`src/rtl/fft_sink_framer_if.sv`:
```
// Sample-in / Avalon-ST-out bundle for fft_sink_framer.
// The master side drives ADC samples, config and sink_ready.
// The slave side (the framer) drives the framed beats and status.
interface fft_sink_framer_if #(
  parameter int DATA_W       = 12,
  parameter int MAX_PTS_LOG2 = 13
);
  logic                  in_valid;
  logic [DATA_W-1:0]     in_real;
  logic [DATA_W-1:0]     in_imag;
  logic                  enable;
  logic [3:0]            cfg_pts_log2;
  logic                  cfg_inverse;
  logic                  clr_ovf;
  logic                  sink_ready;
  logic                  sink_valid;
  logic                  sink_sop;
  logic                  sink_eop;
  logic [DATA_W-1:0]     sink_real;
  logic [DATA_W-1:0]     sink_imag;
  logic [1:0]            sink_error;
  logic                  inverse;
  logic [MAX_PTS_LOG2:0] fft_pts;
  logic                  ovf_sticky;
  logic [15:0]           frame_count;

  modport master (
    output in_valid, in_real, in_imag, enable, cfg_pts_log2, cfg_inverse,
           clr_ovf, sink_ready,
    input  sink_valid, sink_sop, sink_eop, sink_real, sink_imag, sink_error,
           inverse, fft_pts, ovf_sticky, frame_count
  );

  modport slave (
    input  in_valid, in_real, in_imag, enable, cfg_pts_log2, cfg_inverse,
           clr_ovf, sink_ready,
    output sink_valid, sink_sop, sink_eop, sink_real, sink_imag, sink_error,
           inverse, fft_pts, ovf_sticky, frame_count
  );
endinterface

```
`src/rtl/fft_sink_framer.sv`:
```
// fft_sink_framer: ADC sample stream -> Avalon-ST frames for an FFT sink.
// A small FIFO absorbs sink_ready backpressure. A single output register
// carries sop/eop/error. An overflow during a frame closes it with an
// aborted (error=11) eop beat, so frame alignment is never lost.
// Optional: define FFT_FRAMER_OFFSET_BIN_EN to convert offset-binary ADC
// codes to two's complement at the FIFO write (MSB inverted).
module fft_sink_framer #(
  parameter int DATA_W       = 12,
  parameter int MAX_PTS_LOG2 = 13,
  parameter int FIFO_AW      = 4
) (
  input logic              clk,
  input logic              rst_n,
  fft_sink_framer_if.slave bus
);
  localparam int DEPTH = 1 << FIFO_AW;
  localparam int PW    = MAX_PTS_LOG2;
  localparam int SW    = 2 * DATA_W;

  typedef enum logic [1:0] {IDLE = 2'd0, RUN = 2'd1, ABORT = 2'd2} state_t;

  state_t             st_q, st_d;
  logic [SW-1:0]      mem_q [DEPTH];
  logic [FIFO_AW-1:0] wp_q, wp_d, rp_q, rp_d;
  logic [FIFO_AW:0]   cnt_q, cnt_d;
  logic [PW-1:0]      idx_q, idx_d, n_m1_q;
  logic [PW:0]        pts_q;
  logic               inv_q, ovf_q, vld_q, sop_q, eop_q, err_q;
  logic [DATA_W-1:0]  re_q, im_q;
  logic [15:0]        fc_q;

  logic               empty, full, wr_req, wr_en, ovf, accept, can_ld;
  logic               ld, ld_sop, ld_eop, ld_err, cfg_ld, fc_inc, flush;
  logic [3:0]         cfg_lg;
  logic [PW:0]        cfg_n;
  logic [DATA_W-1:0]  wr_re, wr_im;
  logic [SW-1:0]      rd_data;

`ifdef FFT_FRAMER_OFFSET_BIN_EN
  assign wr_re = bus.in_real ^ {1'b1, {(DATA_W-1){1'b0}}};
  assign wr_im = bus.in_imag ^ {1'b1, {(DATA_W-1){1'b0}}};
`else
  assign wr_re = bus.in_real;
  assign wr_im = bus.in_imag;
`endif

  // Requested length clamped to the legal 3..MAX_PTS_LOG2 range.
  assign cfg_lg = (bus.cfg_pts_log2 < 4'd3)      ? 4'd3 :
                  (bus.cfg_pts_log2 > 4'(PW))    ? 4'(PW) : bus.cfg_pts_log2;
  assign cfg_n  = (PW+1)'(1) << cfg_lg;

  assign empty   = (cnt_q == '0);
  assign full    = (cnt_q == (FIFO_AW+1)'(DEPTH));
  assign accept  = vld_q && bus.sink_ready;
  assign can_ld  = (!vld_q || accept) && !empty;
  assign rd_data = mem_q[rp_q];

  // Samples are only taken while a frame may start or is running.
  assign wr_req = bus.in_valid && (bus.enable || st_q == RUN);
  assign wr_en  = wr_req && (!full || ld) && !flush;
  assign ovf    = wr_req && full && !ld;

  assign wp_d  = wr_en ? wp_q + 1'b1 : wp_q;
  assign rp_d  = ld ? rp_q + 1'b1 : rp_q;
  assign cnt_d = cnt_q + {{FIFO_AW{1'b0}}, wr_en} - {{FIFO_AW{1'b0}}, ld};

  // Frame sequencing: decides loads into the output register and state moves.
  always_comb begin
    st_d   = st_q;
    idx_d  = idx_q;
    ld     = 1'b0;
    ld_sop = 1'b0;
    ld_eop = 1'b0;
    ld_err = 1'b0;
    cfg_ld = 1'b0;
    fc_inc = 1'b0;
    flush  = 1'b0;
    case (st_q)
      IDLE: begin
        if (!bus.enable) begin
          flush = 1'b1;                       // discard stale samples
        end else if (can_ld) begin
          ld = 1'b1; ld_sop = 1'b1; cfg_ld = 1'b1;
          idx_d = PW'(1);
          st_d  = RUN;
        end
      end
      RUN: begin
        if (accept && eop_q) begin
          fc_inc = 1'b1;
          if (bus.enable && !empty) begin     // back-to-back next frame
            ld = 1'b1; ld_sop = 1'b1; cfg_ld = 1'b1;
            idx_d = PW'(1);
          end else begin
            st_d  = IDLE;
            flush = !bus.enable;
          end
        end else if (can_ld) begin
          ld     = 1'b1;
          ld_eop = (idx_q == n_m1_q);
          idx_d  = idx_q + 1'b1;
        end else if (ovf && !(vld_q && eop_q)) begin
          // A pending eop already closes the frame cleanly; otherwise abort.
          st_d = ABORT;
        end
      end
      ABORT: begin
        if (accept && err_q) begin
          flush = 1'b1;
          st_d  = IDLE;
        end else if (can_ld) begin
          ld = 1'b1; ld_eop = 1'b1; ld_err = 1'b1;
          ld_sop = (idx_q == '0);
          idx_d  = idx_q + 1'b1;
        end
      end
      default: st_d = IDLE;
    endcase
  end

  // FIFO pointers and occupancy; flush returns them to empty.
  always_ff @(posedge clk or negedge rst_n) begin
    if (!rst_n) begin
      wp_q  <= '0;
      rp_q  <= '0;
      cnt_q <= '0;
    end else if (flush) begin
      wp_q  <= '0;
      rp_q  <= '0;
      cnt_q <= '0;
    end else begin
      wp_q  <= wp_d;
      rp_q  <= rp_d;
      cnt_q <= cnt_d;
    end
  end

  // FIFO storage, no reset needed.
  always_ff @(posedge clk) begin
    if (wr_en) mem_q[wp_q] <= {wr_re, wr_im};
  end

  // State, point index, latched config, output beat register and status.
  always_ff @(posedge clk or negedge rst_n) begin
    if (!rst_n) begin
      st_q   <= IDLE;
      idx_q  <= '0;
      n_m1_q <= '1;
      pts_q  <= (PW+1)'(1) << PW;
      inv_q  <= 1'b0;
      vld_q  <= 1'b0;
      sop_q  <= 1'b0;
      eop_q  <= 1'b0;
      err_q  <= 1'b0;
      re_q   <= '0;
      im_q   <= '0;
      fc_q   <= '0;
      ovf_q  <= 1'b0;
    end else begin
      st_q  <= st_d;
      idx_q <= idx_d;
      if (cfg_ld) begin
        n_m1_q <= PW'(cfg_n - (PW+1)'(1));
        pts_q  <= cfg_n;
        inv_q  <= bus.cfg_inverse;
      end
      if (ld) begin
        vld_q <= 1'b1;
        sop_q <= ld_sop;
        eop_q <= ld_eop;
        err_q <= ld_err;
        re_q  <= rd_data[SW-1:DATA_W];
        im_q  <= rd_data[DATA_W-1:0];
      end else if (accept) begin
        vld_q <= 1'b0;
        sop_q <= 1'b0;
        eop_q <= 1'b0;
        err_q <= 1'b0;
      end
      if (fc_inc) fc_q <= fc_q + 16'd1;
      if (ovf)              ovf_q <= 1'b1;    // set beats clear
      else if (bus.clr_ovf) ovf_q <= 1'b0;
    end
  end

  assign bus.sink_valid  = vld_q;
  assign bus.sink_sop    = sop_q;
  assign bus.sink_eop    = eop_q;
  assign bus.sink_error  = {2{err_q}};
  assign bus.sink_real   = re_q;
  assign bus.sink_imag   = im_q;
  assign bus.inverse     = inv_q;
  assign bus.fft_pts     = pts_q;
  assign bus.ovf_sticky  = ovf_q;
  assign bus.frame_count = fc_q;
endmodule

```
`src/flat_wrapper.sv`:
```
// flat-port wrapper written by rule: the top's interface ports become plain ports
module fft_sink_framer_flat 
#(
  parameter int DATA_W       = 12,
  parameter int MAX_PTS_LOG2 = 13,
  parameter int FIFO_AW      = 4
)
  (clk, rst_n, bus_in_valid, bus_in_real, bus_in_imag, bus_enable, bus_cfg_pts_log2, bus_cfg_inverse, bus_clr_ovf, bus_sink_ready, bus_sink_valid, bus_sink_sop, bus_sink_eop, bus_sink_real, bus_sink_imag, bus_sink_error, bus_inverse, bus_fft_pts, bus_ovf_sticky, bus_frame_count);
  fft_sink_framer_if #(.DATA_W(DATA_W), .MAX_PTS_LOG2(MAX_PTS_LOG2)) bus_i ();
  input logic clk;
  input logic rst_n;
  input wire logic [$bits(bus_i.in_valid)-1:0] bus_in_valid;
  input wire logic [$bits(bus_i.in_real)-1:0] bus_in_real;
  input wire logic [$bits(bus_i.in_imag)-1:0] bus_in_imag;
  input wire logic [$bits(bus_i.enable)-1:0] bus_enable;
  input wire logic [$bits(bus_i.cfg_pts_log2)-1:0] bus_cfg_pts_log2;
  input wire logic [$bits(bus_i.cfg_inverse)-1:0] bus_cfg_inverse;
  input wire logic [$bits(bus_i.clr_ovf)-1:0] bus_clr_ovf;
  input wire logic [$bits(bus_i.sink_ready)-1:0] bus_sink_ready;
  output wire logic [$bits(bus_i.sink_valid)-1:0] bus_sink_valid;
  output wire logic [$bits(bus_i.sink_sop)-1:0] bus_sink_sop;
  output wire logic [$bits(bus_i.sink_eop)-1:0] bus_sink_eop;
  output wire logic [$bits(bus_i.sink_real)-1:0] bus_sink_real;
  output wire logic [$bits(bus_i.sink_imag)-1:0] bus_sink_imag;
  output wire logic [$bits(bus_i.sink_error)-1:0] bus_sink_error;
  output wire logic [$bits(bus_i.inverse)-1:0] bus_inverse;
  output wire logic [$bits(bus_i.fft_pts)-1:0] bus_fft_pts;
  output wire logic [$bits(bus_i.ovf_sticky)-1:0] bus_ovf_sticky;
  output wire logic [$bits(bus_i.frame_count)-1:0] bus_frame_count;
  assign bus_i.in_valid = bus_in_valid;
  assign bus_i.in_real = bus_in_real;
  assign bus_i.in_imag = bus_in_imag;
  assign bus_i.enable = bus_enable;
  assign bus_i.cfg_pts_log2 = bus_cfg_pts_log2;
  assign bus_i.cfg_inverse = bus_cfg_inverse;
  assign bus_i.clr_ovf = bus_clr_ovf;
  assign bus_i.sink_ready = bus_sink_ready;
  assign bus_sink_valid = bus_i.sink_valid;
  assign bus_sink_sop = bus_i.sink_sop;
  assign bus_sink_eop = bus_i.sink_eop;
  assign bus_sink_real = bus_i.sink_real;
  assign bus_sink_imag = bus_i.sink_imag;
  assign bus_sink_error = bus_i.sink_error;
  assign bus_inverse = bus_i.inverse;
  assign bus_fft_pts = bus_i.fft_pts;
  assign bus_ovf_sticky = bus_i.ovf_sticky;
  assign bus_frame_count = bus_i.frame_count;
  fft_sink_framer #(.DATA_W(DATA_W), .MAX_PTS_LOG2(MAX_PTS_LOG2), .FIFO_AW(FIFO_AW)) u_core (.clk(clk), .rst_n(rst_n), .bus(bus_i));
endmodule
```
`config.mk`:
```
export PLATFORM = sky130hd
export DESIGN_NAME = fft_sink_framer_flat
export DESIGN_NICKNAME = d
export VERILOG_FILES = /design/src/rtl/fft_sink_framer_if.sv /design/src/rtl/fft_sink_framer.sv /design/src/flat_wrapper.sv
export SDC_FILE = /design/constraint.sdc
export NUM_CORES = 1
export LEC_CHECK = 0
export ABC_AREA = 0
export CORE_MARGIN = 2
export CORE_UTILIZATION = 35
export DETAILED_ROUTE_END_ITERATION = 16
export DONT_BUFFER_PORTS = 1
export GPL_TIMING_DRIVEN = 1
export HOLD_SLACK_MARGIN = 0.03
export PLACE_DENSITY = 0.46
export SLEW_MARGIN = 20
export SYNTH_ARGS = -nofsm -noshare
export SYNTH_HDL_FRONTEND = slang
export SYNTH_SLANG_ARGS = --single-unit
```
`constraint.sdc`:
```
create_clock -name clk -period 3.85 [get_ports clk]
set_clock_uncertainty 0.1 [all_clocks]
set_input_delay 0.385 -clock clk [delete_from_list [all_inputs] [get_ports clk]]
set_output_delay 0.385 -clock clk [all_outputs]
set_load 0.05 [all_outputs]
```
==> out/metrics.yaml, run 1 <==
clock_network:
  root_buffer: "clkbuf_16"
  postCtsSetupBuffers: 0
  cts_tree: "done"
  htree_levels: 2
  numClockSinks: 485
  cts_buffers: 53
  cts_resized: 0
  insertion_delay_ps: 590
  clock_path_buffers: 3
  path_clk_slew_ps: 60
  ctsHoldBuffers: 37
synth:
  synth_top_family_by_area: "multiplexers"
  synth_area_um2: 19700
  synth_mux_area_frac: 0.158
  synth_area_leaders: "edfxtp_1 (59%), mux4_2 (14%), dfrtp_1 (11%)"
  synth_xor_area_frac: 0.0151
  synthSimpleGateAreaFrac: 0.0473
  synth_top_area_share: 0.585
  yosysUniqueCellTypes: 64
  ys_warn_count: 0
  syn_area_per_cell_um2: 19.1
  ys_ff_latch: 485
  synth_compound_area_frac: 0.0324
  synth_adder_area_share: 0.0131
  synth_edf_count: 384
  postSynth.asyncResetShare: 0.208
  synthCells: 1034
  synth_seq_area_share: 0.715
  yosysTopAreaCell: "edfxtp_1"
  ys.flop_type: "edfxtp_1"
min_path:
  hold_class: "input port to flop"
  hold_start: "bus_sink_ready"
critical_path:
  path_cells: "inv_1 -> ha_1 -> or4b_4 -> and4_4 -> a2bb2oi_4 -> inv_2 -> ha_1 -> inv_1 -> ha_1 -> inv_1 -> fa_1 -> inv_1 -> a21oi_1 -> nor2_1 -> or3_1 -> a21oi_1"
  worstPathArrival_ps: 3760
  crit_path_start_kind: "flop"
  startpoint: "u_core.cnt_q[2]"
  r2r_start: "u_core.cnt_q[2]"
  required_ps: 4250
  critPathBufInv: 5
  crit_top_cell: "inv_1"
  critPathMaxStageDelay_ps: 550
  critPathKind: "flop to flop"
  end_kind: "flop"
  worst-path-max-fanout: 11
  cp_top_family: "simple AND/OR/NAND/NOR gates"
  slowest_stage: "or4b_4"
final_layout:
  drive_gt1_frac: 0.266
  finalNonFillerCells: 1894
  synthToLayoutAreaGrowth_pct: 16.2
  nets: 1157
timing:
  setup_tns_ps: 0
  setup_violations: 0
  slew-limit-headroom: 0.309
  tightestPinTransition_ps: 1040
  finalCritPeriodShare: 0.870
  rsz0062_at_grt: "no"
  hold_violations: 0
  min_period_ps: 3350
  max_freq_mhz: 298
  slew_viol_final: 0
route:
  routed_wl_um: 45900
  via_per_inst: 5.17
  post-route-drc-count: 0
  dr.pass1.iters: 5
  detail_route.wl_per_cell_um: 24.2
  num_vias: 9783
  initialDrtViolationCount: 823
  ant_nets: 0
floorplanning:
  row_count: 86
  core-area_um2: 55400
  die_w_um: 241
  ioPinCount: 96
  die_h_um: 241
  start_util: 0.355
  dieArea_um2: 58200
grt:
  antenna_found_initial: 2
  grt_usage: 0.161
  grt_remaining_overflow: 0
  grt_first_pass_wirelength_um: 68300
  grt_max_degree: 102
  grt_pass1_vias: 10165
placement:
  port_buffers: 0
  dp_cells: 1758
  gp_congestion: 0.740
  hpwlAfterDp_um: 25200
pwr:
  power_density_nw_per_um2: 758
  vdd_drop_max_v: 0.000457
  p_leak_nw: 7.85
outcome:
  status: "completed"
job:
  maxCapViolCount: 0
[routing by layer]
metal | global-route usage | share of wire
met4 | 0.0397 | 0.020
met1 | 0.230 | 0.46
met5 | 0 | 0.00028
met3 | 0.0324 | 0.050
met2 | 0.254 | 0.47
[Yosys cell counts, types with 7 or more instances]
cell / n
edfxtp_1: 384
mux4_2: 120
dfrtp_1: 87
nand2_1: 43
clkbuf_1: 28
mux2_4: 24
o21ai_0: 24
and3_1: 23
inv_1: 22
nor2_1: 22
a21oi_1: 20
ha_1: 19
xnor2_1: 18
nor3_1: 17
xor2_1: 16
nand3_1: 15
dfstp_2: 14
nand4_1: 14
buf_2: 12
o31ai_1: 9
buf_6: 8
nand2b_1: 7
[area by class of cell]
class	instances	area, um^2
inverter	23	86.3
antenna	1	2.50
timing repair buffer	68	846
tap	748	936
sequential	485	14100
fill	4946	32500
clock buffer	78	1490
clock inverter	20	186
multi-input combinational	471	5270
[registers in the layout, summed over array words and instances (netlist names)]
name and count:
u_core.bus.sink_eop 1, u_core.rp_q 4, u_core.bus.frame_count 16, u_core.wp_q 4, u_core.err_q 1, u_core.bus.ovf_sticky 1
u_core.n_m1_q 13, u_core.bus.sink_real 12, u_core.st_q 2, u_core.bus.inverse 1, u_core.idx_q 13, u_core.mem_q 384
u_core.bus.fft_pts 14, u_core.bus.sink_valid 1, u_core.cnt_q 5, u_core.bus.sink_imag 12, u_core.bus.sink_sop 1
[cell families (layout without fill, tap and decap cells)]
group / after synthesis / count (layout)
adders and majority gates: 20 / 20
xor gates and xnor gates: 34 / 34
muxes: 149 / 149
AOI/OAI and AO/OA: 93 / 93
and+or+nand+nor: 173 / 173
DFF: 485 / 485
other: 1 / 3
buffers and inverters: 79 / 189
[per-stage QoR]
| step | area (um^2) | util | worst slack, ps | total power, mW | hold WS (ps) |
|---|---|---|---|---|---|
| 3_5_place_dp | 20800 | 0.376 | 518 | 12.6 | -6.97 |
| 6_report | 22900 | 0.413 | 499 | 17.4 | 79.9 |
| 2_1_floorplan | 19700 | - | 453 | 11.2 | -10.6 |
| 4_1_cts | 22900 | 0.413 | 498 | 17.7 | 30.2 |
| 5_1_grt | 22900 | 0.413 | 253 | 18.3 | 72.6 |
| 3_3_place_gp | 20800 | 0.376 | 512 | 12.6 | -7.09 |
[report_power, final]
group	total [mW]	switching [mW]	internal, mW
sequential	7.56	1.12	6.44
combinational	4.88	2.41	2.47
clock	4.92	2.05	2.88
total	17.4	5.57	11.8
[cell usage in the layout, fill, tap and decap left out, types with 9 or more instances in the layout]
master,synthesis,routed
mux2_4,24,24
nand3_1,15,15
buf_12,0,18
dlygate4sd3_1,0,36
clkinv_2,0,13
and3_2,0,16
nand2_1,43,43
dfrtp_1,87,83
xor2_1,16,16
edfxtp_1,384,384
inv_1,22,22
mux4_2,120,120
xnor2_1,18,18
clkbuf_16,0,53
o31ai_1,9,9
ha_1,19,19
buf_4,2,13
nor2_1,22,22
dfstp_2,14,14
a21oi_1,20,20
nand4_1,14,14
o21ai_0,24,24
nor3_1,17,17
clkbuf_1,28,18
[worst paths after layout]
| check | to | slack (ps) | cells past startpoint |
|---|---|---|---|
| max in group asynchronous | u_core.rp_q[0] | 2820 | 2 |
| min reg2reg | u_core.n_m1_q[9] | 380 | 2 |
| max reg2reg | u_core.cnt_q[4] | 500 | 16 |
| min | u_core.bus.frame_count[0] | 80 | 2 |
| max | u_core.cnt_q[4] | 500 | 16 |
| min in group asynchronous | u_core.bus.sink_imag[5] | 270 | 2 |
[worst reg2reg max path, cell delays in order (launching register included)]
cell,delay (ps)
dfrtp_1,380
inv_1,80
ha_1,160
or4b_4,550
and4_4,230
a2bb2oi_4,240
inv_2,60
ha_1,270
inv_1,40
ha_1,200
inv_1,70
fa_1,190
inv_1,50
a21oi_1,110
nor2_1,60
or3_1,340
a21oi_1,140
Note: power is estimated with default switching activity, not from simulation.
==> inputs of run 2 (changes only) <==
--- a/config.mk
+++ b/config.mk
@@ -5,14 +5,13 @@
 export SDC_FILE = /design/constraint.sdc
 export NUM_CORES = 1
 export LEC_CHECK = 0
-export ABC_AREA = 0
 export CORE_MARGIN = 2
-export CORE_UTILIZATION = 35
+export CORE_UTILIZATION = 40
 export DETAILED_ROUTE_END_ITERATION = 16
 export DONT_BUFFER_PORTS = 1
 export GPL_TIMING_DRIVEN = 1
 export HOLD_SLACK_MARGIN = 0.03
-export PLACE_DENSITY = 0.46
+export PLACE_DENSITY = 0.51
 export SLEW_MARGIN = 20
 export SYNTH_ARGS = -nofsm -noshare
 export SYNTH_HDL_FRONTEND = slang
==> out/metrics.yaml, run 2 (synthesized netlist as in run 1, its figures left out) <==
floorplanning:
  start_util: 0.404  # +0.0486
  dieArea_um2: 51000  # -12%
  core-area_um2: 48700  # -12%
  ioPinCount: 96  # unchanged
  die_h_um: 226  # -6.4%
  die_w_um: 226  # -6.4%
  row_count: 81  # -5.8%
route:
  dr.pass1.iters: 5  # unchanged
  post-route-drc-count: 0  # unchanged
  routed_wl_um: 44000  # -4.2%
  detail_route.wl_per_cell_um: 24.3  # +0.15%
  ant_nets: 0  # unchanged
  initialDrtViolationCount: 958  # +16%
  via_per_inst: 5.41  # +4.7%
  num_vias: 9802  # +0.19%
timing:
  tightestPinTransition_ps: 1020  # -11.5 ps
  slew-limit-headroom: 0.317  # +0.00769
  max_freq_mhz: 299  # +0.10%
  finalCritPeriodShare: 0.870  # -0.000878
  min_period_ps: 3350  # -3.38 ps
  hold-worst-slack_ps: 55.4  # -24.5 ps
  rsz0062_at_grt: "no"
  setup_violations: 0  # unchanged
  setup_tns_ps: 0  # unchanged
  hold_violations: 0  # unchanged
  slew_viol_final: 0  # unchanged
critical_path:
  worst-path-max-fanout: 11  # unchanged
  crit_path_start_kind: "flop"
  critPathKind: "flop to flop"
  end_kind: "flop"
  worstPathArrival_ps: 3760  # about the same
  required_ps: 4260  # about the same
pwr:
  power_density_nw_per_um2: 761  # +0.40%
  p_seq_frac: 0.440  # +0.005
  switching_share: 0.318  # -0.00287
  netSwitchingPower_mw: 5.53  # -0.77%
  p_leak_nw: 7.87  # +0.18%
  finalPower_mw: 17.4  # +0.13%
  internal-power_mw: 11.9  # +0.55%
  power.share.combinational: 0.272  # -0.009
  vdd_drop_max_v: 0.000424  # -7.1%
  power_frac_clock: 0.288  # +0.004
grt:
  busiest_layer: "met2"
  grt_usage: 0.179  # +0.0179
  antenna_found_initial: 3  # +1
  grt_use_met3: 0.0302  # -0.00218
  grt_first_pass_wirelength_um: 67200  # -1.6%
  grt_use_met1: 0.249  # +0.0192
  grt_remaining_overflow: 0  # unchanged
  use_met2: 0.292  # +0.0375
  grt_pass1_vias: 10407  # +2.4%
  grt_max_degree: 102  # unchanged
clock_network:
  root_buffer: "clkbuf_16"
  cts_buffers: 52  # -1.9%
  cts_resized: 0  # unchanged
  clock_path_buffers: 3  # unchanged
  cts_tree: "done"
  path_clk_slew_ps: 60  # about the same
  insertion_delay_ps: 600  # about the same
  htree_levels: 2  # unchanged
  numClockSinks: 485  # unchanged
final_layout:
  mostFrequentLayoutCells: "edfxtp_1 (384), mux4_2 (120), dfrtp_1 (83)"
  nets: 1157  # unchanged
  synthToLayoutAreaGrowth_pct: 15.9
  final_common_cell: "edfxtp_1"
  largest_reg_flops: 384  # unchanged
  drive_gt1_frac: 0.268  # +0.00239
  final_area_um2: 22800  # -0.27%
  finalNonFillerCells: 1812  # -4.3%
  top_register: "u_core.mem_q"
job:
  maxCapViolCount: 0  # unchanged
placement:
  hpwlAfterDp_um: 24600  # -2.2%
  gp_congestion: 0.805  # +8.7%
  placed_area_um2: 20700  # -0.55%
  dp_cells: 1676  # -4.7%
  port_buffers: 0  # unchanged
min_path:
  hold_class: "input port to flop"
outcome:
  status: "completed"
## run 2: power by group through the flow
stage	registers [mW]	logic, mW	clock network [mW]
6_report	7.66	4.73	5.00
5_1_grt	7.75	5.17	5.33
4_1_cts	7.68	4.86	5.14
3_5_place_dp	7.79	4.71	0
3_3_place_gp	7.77	4.71	0
2_1_floorplan	7.44	3.79	0
## run 2: area by class of cell
class                      instances  area [um^2]
inverter                          23         86.3
clock inverter                    16          191
timing repair buffer              69          826
antenna                            2         5.00
tap                              664          831
clock buffer                      82         1550
fill                            4142        25900
multi-input combinational        471         5270
sequential                       485        14100
## run 2: metrics by stage
stage               worst slack (ps)  utilization
floorplan                        453            -
global placement                 544        0.425
detailed placement               516        0.425
CTS                              497        0.468
global route                     242        0.468
finish                           502        0.468
## run 2: routing by layer
layer / wire, um / up-vias / share of wire
met3: 1980 / 62 / 0.045
met1: 19700 / 5199 / 0.45
met4: 866 / 2 / 0.020
met2: 21500 / 225 / 0.49
li1: - / 4314 / -
met5: 13 / - / 0.00030
## run 2: repair_timing
action,4_1_cts,5_1_grt
buffers inserted,0,0
hold buffers,36,0
endpoints found under the hold margin,511,0
## run 2: path summary, 6_finish.rpt
path | startpoint | endpoint | slack (ps) | depth (start not counted)
max | u_core.cnt_q[3] | u_core.cnt_q[4] | 500 | 16
min | bus_sink_ready | u_core.bus.frame_count[0] | 60 | 2
max reg2reg | u_core.cnt_q[3] | u_core.cnt_q[4] | 500 | 16
min reg2reg | u_core.n_m1_q[9] | u_core.n_m1_q[9] | 380 | 2
max in group asynchronous | rst_n | u_core.rp_q[1] | 2790 | 2
min in group asynchronous | rst_n | u_core.bus.sink_imag[11] | 390 | 2
## run 2: critical path: stages (launching register included)
cell and delay, ps:
dfrtp_1 390, inv_1 90, ha_1 150, or4b_4 550, and4_4 230, a2bb2oi_4 240
inv_2 60, ha_1 270, inv_1 40, ha_1 200, inv_1 70, fa_1 200
inv_1 50, a21oi_1 110, nor2_1 60, or3_1 340, a21oi_1 140
==> inputs of run 3 (changes only) <==
--- a/config.mk
+++ b/config.mk
@@ -5,13 +5,12 @@
 export SDC_FILE = /design/constraint.sdc
 export NUM_CORES = 1
 export LEC_CHECK = 0
-export CORE_MARGIN = 2
-export CORE_UTILIZATION = 40
+export CORE_UTILIZATION = 57
 export DETAILED_ROUTE_END_ITERATION = 16
 export DONT_BUFFER_PORTS = 1
 export GPL_TIMING_DRIVEN = 1
 export HOLD_SLACK_MARGIN = 0.03
-export PLACE_DENSITY = 0.51
+export PLACE_DENSITY = 0.69
 export SLEW_MARGIN = 20
 export SYNTH_ARGS = -nofsm -noshare
 export SYNTH_HDL_FRONTEND = slang
==> out/metrics.yaml, run 3 (synthesized netlist as in run 1, its figures left out) <==
timing:
  hold-worst-slack_ps: 63.6  # +8.19 ps
  tightestPinTransition_ps: 900  # -124 ps
  rsz0062_at_grt: "no"
  max_freq_mhz: 296  # -0.85%
  hold_violations: 0  # unchanged
  min_period_ps: 3380  # +28.8 ps
  setup_tns_ps: 0  # unchanged
  slew_viol_final: 0  # unchanged
  slew-limit-headroom: 0.400  # +0.0830
  setup_violations: 0  # unchanged
  finalCritPeriodShare: 0.877  # +0.00747
  setup_slack_ps: 474  # -28.8 ps
grt:
  grt_remaining_overflow: 0  # unchanged
  grt_first_pass_wirelength_um: 61200  # -9.0%
  grt_usage: 0.234  # +0.0547
  grt_max_degree: 102  # unchanged
  grt_pass1_vias: 9911  # -4.8%
  antenna_found_initial: 0  # -3
route:
  ant_nets: 0  # unchanged
  via_per_inst: 6.16  # +14%
  initialDrtViolationCount: 891  # -7.0%
  detail_route.wl_per_cell_um: 25.0  # +2.8%
  routed_wl_um: 39800  # -9.6%
  post-route-drc-count: 0  # unchanged
  dr.pass1.iters: 5  # unchanged
  num_vias: 9823  # +0.21%
clock_network:
  numClockSinks: 485  # unchanged
  cts_resized: 0  # unchanged
  cts_buffers: 48  # -7.7%
  root_buffer: "clkbuf_16"
  insertion_delay_ps: 590  # about the same
  htree_levels: 2  # unchanged
  ctsHoldBuffers: 36  # unchanged
  path_clk_slew_ps: 60  # about the same
  cts_tree: "done"
  postCtsSetupBuffers: 0  # unchanged
  clock_path_buffers: 3  # unchanged
min_path:
  hold_class: "input port to flop"
final_layout:
  final_common_cell: "edfxtp_1"
  utilization: 0.660  # +0.192
  synthToLayoutAreaGrowth_pct: 13.2
  mostFrequentLayoutCells: "edfxtp_1 (384), mux4_2 (120), dfrtp_1 (84)"
  drive_gt1_frac: 0.251  # -0.0166
  nFillCells: 2281  # -45%
  multi_input_area_um2: 5250  # -0.38%
  largest_reg_flops: 384  # unchanged
  nets: 1163  # +0.52%
  diodes: 0  # -2
  top_register: "u_core.mem_q"
  finalNonFillerCells: 1594  # -12%
  regArea_um2: 14100  # about the same
critical_path:
  worstPathArrival_ps: 3770  # about the same
  reg2reg_to: "u_core.cnt_q[4]"
  path_cells: "inv_1 -> ha_1 -> or4b_4 -> and4_4 -> a2bb2oi_4 -> inv_2 -> ha_1 -> inv_1 -> ha_1 -> inv_1 -> fa_1 -> inv_1 -> a21oi_1 -> nor2_1 -> or3_1 -> a21oi_1"
  crit_top_cell: "inv_1"
  slowest_stage: "or4b_4"
  r2r_start: "u_core.cnt_q[2]"
  startpoint: "u_core.cnt_q[2]"
  worstSetupEndpoint: "u_core.cnt_q[4]"
  crit_path_start_kind: "flop"
  critPathMaxStageDelay_ps: 550  # about the same
  ff2ff_path_depth: 16  # unchanged
  worst-path-max-fanout: 11  # unchanged
  reg2reg_setup_slack_ps: 470  # -30 ps
  critPathKind: "flop to flop"
  end_kind: "flop"
  required_ps: 4250  # about the same
placement:
  gp_congestion: 0.863  # +7.2%
  dp_cells: 1470  # -12%
  dp_slack_ps: 482  # -33.5 ps
  hpwlAfterDp_um: 22600  # -8.0%
  port_buffers: 0  # unchanged
pwr:
  p_leak_nw: 7.80  # -0.89%
  power_density_nw_per_um2: 753  # -1.0%
  vdd_drop_max_v: 0.000478  # +13%
outcome:
  status: "completed"
floorplanning:
  die_w_um: 188  # -17%
  start_util: 0.583  # +0.179
  ioPinCount: 96  # unchanged
  row_count: 67  # -17%
  core-area_um2: 33800  # -31%
  die_h_um: 188  # -17%
  dieArea_um2: 35300  # -31%
job:
  maxCapViolCount: 0  # unchanged
## run 3: cell types whose count changed in the layout (fill, tap and decap cells not counted), moves of 4 or more
cell and delta:
clkbuf_16 -4, and3_1 +16, buf_4 +19, and3_2 -16, clkbuf_1 -8, buf_12 -9
clkbuf_8 -11, clkinv_1 +10
## run 3: where the power goes
group	internal (mW)	leakage, nW	switching, mW
sequential	6.44	4.73	1.21
clock	2.61	0.742	1.93
combinational	2.45	2.33	2.17
## run 3: per-stage QoR
stage                     cell area, um^2  total power [mW]
after floorplan                     19700              11.2
after global placement              20400              12.2
after detailed placement            20400              12.3
after CTS                           22300              17.0
after global routing                22300              17.6
final                               22300              16.8
## run 3: layout make-up
cell class,instances,area share
clock buffer,59,0.0566
clock inverter,29,0.0125
inverter,23,0.00387
multi-input combinational,471,0.235
sequential,485,0.631
tap,448,0.0251
timing repair buffer,79,0.0353
## run 3: per-layer routing
metal / track usage / vias to the layer above / routed length, um
met5: 0.00687 / - / 0
met4: 0.0710 / 0 / 806
met3: 0.0451 / 55 / 2810
met2: 0.359 / 374 / 19300
met1: 0.344 / 5091 / 16900
li1: - / 4303 / -
## run 3: critical path, delay by kind of cell, from the launching register on
family,cells,cell delay [ps]
simple gates,4,1180
compound gates,3,510
buf+inv,5,300
flops,1,380
fa+ha+maj,4,840
## run 3: how the worst min path moves through the flow
stage                               from                   endpoint  slack (ps)  cells after the start
final                     bus_sink_ready  u_core.bus.frame_count[0]          60                      2
after global routing      bus_sink_ready               u_core.err_q          60                      2
after CTS                 bus_sink_ready               u_core.err_q          30                      2
after detailed placement           rst_n    u_core.bus.sink_imag[7]          -9                      0
after global placement             rst_n    u_core.bus.sink_imag[7]          -9                      0
after floorplan                    rst_n      u_core.bus.fft_pts[0]         -10                      0
